--- src/rtl/dpram_stream_reader_pkg.sv ---
// Shared definitions for the dual-port RAM stream reader.
//   state_t    : reader FSM states
//   BUF_DEPTH  : entries in the output skid buffer
//   addr_width : RAM address width for a given depth (minimum 1 bit)
package dpram_reader_pkg;

  typedef enum logic [1:0] {
    IDLE  = 2'd0,
    RUN   = 2'd1,
    DRAIN = 2'd2
  } state_t;

  localparam int BUF_DEPTH = 2;

  function automatic int addr_width(input int depth);
    return (depth > 1) ? $clog2(depth) : 1;
  endfunction

endpackage

--- src/rtl/dpram_stream_reader_if.sv ---
// Valid/ready output stream of the RAM reader.
//   m_tdata  : stream data word
//   m_tvalid : head of the output buffer is valid
//   m_tready : downstream accepts the beat
//   m_tlast  : final beat of a transfer
// master = reader side, slave = consumer side.
interface dpram_stream_reader_if #(
  parameter int WIDTH = 1
) ();

  logic [WIDTH-1:0] m_tdata;
  logic             m_tvalid;
  logic             m_tready;
  logic             m_tlast;

  modport master (output m_tdata, output m_tvalid, output m_tlast, input m_tready);
  modport slave  (input m_tdata, input m_tvalid, input m_tlast, output m_tready);

endinterface

--- src/rtl/dpram_stream_reader_skid_fifo.sv ---
// Two-entry output buffer for the RAM reader (data plus last flag).
//   clk, rst_n : clock, asynchronous active-low reset
//   i_push     : write i_din this cycle
//   i_din      : {last, data}
//   i_pop      : head consumed this cycle
//   o_head     : head entry, held stable until popped
//   o_occ      : occupancy 0..2
//   o_valid    : occupancy non-zero
module reader_skid_fifo
  import dpram_reader_pkg::*;
#(
  parameter int DW = 2
) (
  input  logic          clk,
  input  logic          rst_n,
  input  logic          i_push,
  input  logic [DW-1:0] i_din,
  input  logic          i_pop,
  output logic [DW-1:0] o_head,
  output logic [1:0]    o_occ,
  output logic          o_valid
);

  localparam logic [1:0] FULL = 2'(BUF_DEPTH);

  logic [DW-1:0] r_slot0;
  logic [DW-1:0] r_slot1;
  logic [1:0]    r_occ;

  // Slot 0 is always the head, so the output never moves while stalled.
  always_ff @(posedge clk or negedge rst_n) begin
    if (!rst_n) begin
      r_slot0 <= '0;
      r_slot1 <= '0;
      r_occ   <= '0;
    end else begin
      case ({i_push, i_pop})
        2'b10: begin
          if (r_occ == 2'd0) begin
            r_slot0 <= i_din;
            r_occ   <= r_occ + 2'd1;
          end else if (r_occ != FULL) begin
            r_slot1 <= i_din;
            r_occ   <= r_occ + 2'd1;
          end
        end
        2'b01: begin
          r_slot0 <= r_slot1;
          r_occ   <= r_occ - 2'd1;
        end
        2'b11: begin
          if (r_occ == 2'd1) begin
            r_slot0 <= i_din;
          end else begin
            r_slot0 <= r_slot1;
            r_slot1 <= i_din;
          end
        end
        default: ;
      endcase
    end
  end

  assign o_head  = r_slot0;
  assign o_occ   = r_occ;
  assign o_valid = (r_occ != 2'd0);

  // The issue rule upstream must never let a push hit a full buffer.
  a_no_overflow: assert property (@(posedge clk) disable iff (!rst_n)
    !(i_push && !i_pop && (r_occ == FULL)));

endmodule

--- src/rtl/dpram_stream_reader.sv ---
// Read-side engine for a single-clock dual-port RAM with one-cycle read
// latency. Sweeps length words from base_addr (wrapping) and streams them out.
//   clk, rst_n : clock, asynchronous active-low reset
//   start      : command strobe, honoured only in IDLE
//   base_addr  : first RAM address
//   length     : word count 0..DEPTH
//   busy       : transfer in progress (RUN or DRAIN)
//   done       : one-cycle completion pulse
//   rd_addr    : registered RAM read address
//   q          : RAM read data, valid the cycle after rd_addr is issued
//   m_axis     : output stream (master modport)
//
// state | meaning
// IDLE  | waiting for start; zero-length start only pulses done
// RUN   | issuing RAM reads while words remain
// DRAIN | all reads issued; waiting for the last beat to be accepted
module dpram_stream_reader
  import dpram_reader_pkg::*;
#(
  parameter  int WIDTH = 1,
  parameter  int DEPTH = 2,
  localparam int AW    = addr_width(DEPTH)
) (
  input  logic                  clk,
  input  logic                  rst_n,
  input  logic                  start,
  input  logic [AW-1:0]         base_addr,
  input  logic [AW:0]           length,
  output logic                  busy,
  output logic                  done,
  output logic [AW-1:0]         rd_addr,
  input  logic [WIDTH-1:0]      q,
  dpram_stream_reader_if.master m_axis
);

  state_t        r_state;
  logic          r_busy;
  logic          r_done;
  logic          r_inflight;
  logic          r_inflight_last;
  logic [AW-1:0] r_rd_addr;
  logic [AW:0]   r_remaining;

  logic          w_valid;
  logic          w_pop;
  logic          w_issue;
  logic [1:0]    w_occ;
  logic [2:0]    w_level;
  logic [WIDTH:0] w_head;

  assign w_pop = w_valid & m_axis.m_tready;

  // Occupancy the buffer will have once the read in flight lands; a new read
  // is only issued if there is still room for it after that.
  assign w_level = {1'b0, w_occ} + {2'b00, r_inflight} - {2'b00, w_pop};
  assign w_issue = (r_state == RUN) && (r_remaining != '0) && (w_level <= 3'd1);

  always_ff @(posedge clk or negedge rst_n) begin
    if (!rst_n) begin
      r_state         <= IDLE;
      r_busy          <= 1'b0;
      r_done          <= 1'b0;
      r_inflight      <= 1'b0;
      r_inflight_last <= 1'b0;
      r_rd_addr       <= '0;
      r_remaining     <= '0;
    end else begin
      r_done          <= 1'b0;
      r_inflight      <= w_issue;
      r_inflight_last <= w_issue && (r_remaining == (AW+1)'(1));
      case (r_state)
        IDLE: begin
          if (start) begin
            if (length == '0) begin
              r_done <= 1'b1;
            end else begin
              r_state     <= RUN;
              r_busy      <= 1'b1;
              r_rd_addr   <= base_addr;
              r_remaining <= length;
            end
          end
        end
        RUN: begin
          if (w_issue) begin
            r_remaining <= r_remaining - (AW+1)'(1);
            r_rd_addr   <= r_rd_addr + AW'(1);
            if (r_remaining == (AW+1)'(1)) begin
              r_state <= DRAIN;
            end
          end
        end
        DRAIN: begin
          if (w_pop && w_head[WIDTH]) begin
            r_state <= IDLE;
            r_busy  <= 1'b0;
            r_done  <= 1'b1;
          end
        end
        default: r_state <= IDLE;
      endcase
    end
  end

  reader_skid_fifo #(
    .DW (WIDTH + 1)
  ) u_fifo (
    .clk     (clk),
    .rst_n   (rst_n),
    .i_push  (r_inflight),
    .i_din   ({r_inflight_last, q}),
    .i_pop   (w_pop),
    .o_head  (w_head),
    .o_occ   (w_occ),
    .o_valid (w_valid)
  );

  assign busy            = r_busy;
  assign done            = r_done;
  assign rd_addr         = r_rd_addr;
  assign m_axis.m_tdata  = w_head[WIDTH-1:0];
  assign m_axis.m_tlast  = w_head[WIDTH];
  assign m_axis.m_tvalid = w_valid;

endmodule
--- src/flat_wrapper.sv ---
// flat-port wrapper written by rule: the top's interface ports become plain ports
module dpram_stream_reader_flat import dpram_reader_pkg::*;
#(
  parameter  int WIDTH = 1,
  parameter  int DEPTH = 2,
  localparam int AW    = addr_width(DEPTH)
)
  (clk, rst_n, start, base_addr, length, busy, done, rd_addr, q, m_axis_m_tdata, m_axis_m_tvalid, m_axis_m_tlast, m_axis_m_tready);
  dpram_stream_reader_if #(.WIDTH(WIDTH)) m_axis_i ();
  input  logic clk;
  input  logic rst_n;
  input  logic start;
  input  logic [AW-1:0] base_addr;
  input  logic [AW:0] length;
  output logic busy;
  output logic done;
  output logic [AW-1:0] rd_addr;
  input  logic [WIDTH-1:0] q;
  output wire logic [$bits(m_axis_i.m_tdata)-1:0] m_axis_m_tdata;
  output wire logic [$bits(m_axis_i.m_tvalid)-1:0] m_axis_m_tvalid;
  output wire logic [$bits(m_axis_i.m_tlast)-1:0] m_axis_m_tlast;
  input wire logic [$bits(m_axis_i.m_tready)-1:0] m_axis_m_tready;
  assign m_axis_m_tdata = m_axis_i.m_tdata;
  assign m_axis_m_tvalid = m_axis_i.m_tvalid;
  assign m_axis_m_tlast = m_axis_i.m_tlast;
  assign m_axis_i.m_tready = m_axis_m_tready;
  dpram_stream_reader #(.WIDTH(WIDTH), .DEPTH(DEPTH)) u_core (.clk(clk), .rst_n(rst_n), .start(start), .base_addr(base_addr), .length(length), .busy(busy), .done(done), .rd_addr(rd_addr), .q(q), .m_axis(m_axis_i));
endmodule
--- config.mk ---
export PLATFORM = sky130hd
export DESIGN_NAME = dpram_stream_reader_flat
export DESIGN_NICKNAME = d
export VERILOG_FILES = /design/src/rtl/dpram_stream_reader_pkg.sv /design/src/rtl/dpram_stream_reader_if.sv /design/src/rtl/dpram_stream_reader_skid_fifo.sv /design/src/rtl/dpram_stream_reader.sv /design/src/flat_wrapper.sv
export SDC_FILE = /design/constraint.sdc
export NUM_CORES = 1
export LEC_CHECK = 0
export CAP_MARGIN = 10
export CORE_UTILIZATION = 25
export CTS_BUF_LIST = sky130_fd_sc_hd__clkbuf_16
export CTS_CLUSTER_DIAMETER = 30
export DETAILED_ROUTE_END_ITERATION = 12
export PLACE_DENSITY = 0.45
export SLEW_MARGIN = 20
export SYNTH_ARGS = -nofsm -noshare
export SYNTH_HDL_FRONTEND = slang
export SYNTH_SLANG_ARGS = --single-unit
--- constraint.sdc ---
create_clock -name clk -period 3.2 [get_ports clk]
set_input_delay 0.48 -clock clk [delete_from_list [all_inputs] [get_ports clk]]
set_output_delay 0.48 -clock clk [all_outputs]
set_load 0.03 [all_outputs]
==> flow_metrics.tcl <==
set metrics [dict create \
    worstSetupEndpointType "flop" \
    pre_cts_ws_ns 0.357 \
    grt_pass1_wl_um 3390 \
    max_freq_ghz 0.371 \
    die_y_um 63.4 \
    ctsHtreeMaxLevel 1 \
    cts_setup_buffers 0 \
    synth.area.mux_share 0.0585 \
    synth_fa_ha_area_frac 0.141 \
    synth_top_family_by_area "compound AO/OA/AOI/OAI gates" \
    crit_buf_inv 3 \
    grtUsageTotal 0.110 \
    postLayoutCoreUtil 0.349 \
    regArea_um2 375 \
    fillCellCount 373 \
    multi_input_area_um2 519 \
    drive_above_1_share 0.108 \
    drc_errors 0 \
    die-area_mm2 0.00401 \
    clock_tree.root_cell "clkbuf_16" \
    wl_per_cell_um 11.7 \
    netlist_area_um2 941 \
    leakage_nw 0.529 \
    synthToLayoutAreaGrowth_pct 28.7 \
    finalInstanceArea_mm2 0.00121 \
    netlist_top_cells_area "dfrtp_1 40%, ha_1 12%, inv_1 4.4%" \
    clock-sinks 15 \
    yosys.area_share.simple 0.150 \
    finalCritPeriodShare 0.841 \
    wl_met2_um 874 \
    tns_ns 0 \
    path_max_fanout 5 \
    critPathSlowestCell "dfrtp_1" \
    ios 14 \
    critPathKind "reg -> reg" \
    drv_cap 0 \
    crit_chain "inv_1, ha_1, nor2b_1, ha_1, inv_1, ha_1, inv_1, fa_1, xnor2_1, nand4b_1, a22oi_1, nor2_1" \
    dpl.cell_count 153 \
    fin_hold_ws_ns 0.507 \
    core_mm2 0.00347 \
    nNetsFinal 130 \
    cts_tree "done" \
    antenna_found_initial 0 \
    antenna_cells 0 \
    cts_made_buffers 3 \
    yosysUniqueCellTypes 33 \
    postSynthCellCount 94 \
    yosysSeqAreaShare 0.399 \
    cpLargestDelayFamily "adder cells" \
    rsz0062_at_grt "false" \
    startpoint_type "flop" \
    min_period_ns 2.69 \
    rows 21 \
    syn_nets 112 \
    met1_length_um 915 \
    synth_top_area_frac 0.399 \
    yosys_warnings 0 \
    final_cells 157 \
    max_slew_margin 0.504 \
    powerDensity_mw_per_mm2 1030 \
    crit_required_ns 3.33 \
    layout_common_cells "15 x dfrtp_1, 13 x clkdlybuf4s50_1, 11 x nor2_1, 11 x inv_1, 9 x ha_1" \
    min_path_type "reg -> reg" \
    overflow 0 \
    viasPerCell 4.48 \
    drv_slew 0 \
    place_area_mm2 0.00113 \
    grt_max_degree 16 \
    slowest_delay_ns 0.44 \
    dp_hpwl_um 1410 \
    drtPass1Iterations 3 \
    yosysTopAreaCell "dfrtp_1" \
    vias 704 \
    fin_ws_ns 0.507 \
    finalWeightedCongestion 0.728 \
    setup_viol 0 \
    layout_commonest_cell "dfrtp_1" \
    die_x_um 63.4 \
    ir_drop_v 0.000262 \
    hold_violations 0 \
    skew_ns 0.00100 \
    dr.first_iter.drc_count 22 \
    hold_buffers 0 \
    tightest_slew_ns 0.741 \
    avgSynthCellArea_um2 10.0 \
    place.port_buffers 13 \
    outcome "complete, no violations" \
    arrival_ns 2.82 \
    clk_path_buf_depth 2 \
    initial_core_util 0.271 \
    finalPower_mw 1.25 \
    synth_compound_area_frac 0.165 \
    antenna_left 0 \
    cts_resized 0 \
    routed_wl_um 1840 \
    path_clk_slew_ns 0.05 \
    top_layer_used "met4" \
    grt_pass1_vias 718 \
    yosys_register_bits 15 \
    wl_met3_um 19 \
    clock_latency_ns 0.24 \
    synth_xor_area_frac 0.0372 \
]
-- final cells by class --
class,count,area share
clock inverters,1,0.00413
flip-flops and latches,15,0.310
well taps,46,0.0475
inverters,11,0.0341
repair buffers,14,0.114
multi-input cells,67,0.429
clock buffers,3,0.0620
-- worst paths after layout --
check / start / end / slack [ns] / cells past startpoint
worst max-delay path: u_core.u_fifo.o_occ[1] / u_core.r_state[0] / 0.51 / 12
worst min-delay path: u_core.r_inflight_last / u_core.u_fifo.r_slot1[1] / 0.51 / 1
worst max register to register: u_core.u_fifo.o_occ[1] / u_core.r_state[0] / 0.51 / 12
worst min register to register: u_core.r_inflight_last / u_core.u_fifo.r_slot1[1] / 0.51 / 1
max in group asynchronous: rst_n / u_core.r_state[1] / 2.06 / 1
min in group asynchronous: rst_n / u_core.u_fifo.o_occ[0] / 0.68 / 1
-- per-layer routing --
layer | vias to the layer above | global-route usage
li1 | 364 | -
met1 | 333 | 0.138
met2 | 5 | 0.174
met3 | 2 | 0.0163
met4 | 0 | 0.0682
met5 | - | 0
-- flip-flops by register name, indices dropped and copies added (netlist names) --
signal and cells:
u_core.u_fifo.r_slot1 2, u_core.u_fifo.o_occ 2, u_core.r_inflight_last 1, u_core.r_remaining 2, u_core.done 1, u_core.u_fifo.o_head 2
u_core.r_inflight 1, u_core.rd_addr 1, u_core.busy 1, u_core.r_state 2
-- power by group --
part / switching (mW) / internal [mW] / total [mW]
sequential: 0.0921 / 0.276 / 0.368
combinational: 0.330 / 0.302 / 0.633
clock: 0.0813 / 0.167 / 0.248
-- cell families after synthesis --
| logic type | after synthesis |
|---|---|
| buf+inv | 12 |
| simple gates | 25 |
| xor+xnor | 4 |
| mux | 5 |
| fa+ha+maj | 10 |
| flops | 15 |
| compound gates | 23 |
-- cells in the mapped netlist --
| cell type | number |
|---|---|
| a211oi_1 | 2 |
| a21oi_1 | 8 |
| a221oi_1 | 1 |
| a22o_1 | 2 |
| a22oi_1 | 1 |
| a311oi_1 | 1 |
| a32oi_1 | 1 |
| and2b_4 | 1 |
| and3_1 | 1 |
| buf_2 | 1 |
| dfrtp_1 | 15 |
| fa_1 | 1 |
| ha_1 | 9 |
| inv_1 | 11 |
| mux2_1 | 2 |
| mux2_2 | 2 |
| mux2i_1 | 1 |
| nand2_1 | 5 |
| nand2b_2 | 1 |
| nand2b_4 | 1 |
| nand3b_1 | 1 |
| nand4b_1 | 1 |
| nor2_1 | 11 |
| nor2b_1 | 1 |
| nor4b_1 | 1 |
| o211ai_1 | 1 |
| o21a_1 | 1 |
| o21ai_1 | 2 |
| o21ai_2 | 1 |
| o22ai_1 | 1 |
| o32ai_1 | 1 |
| or3_4 | 1 |
| xnor2_1 | 4 |
Power figures use the tool's default switching activity.
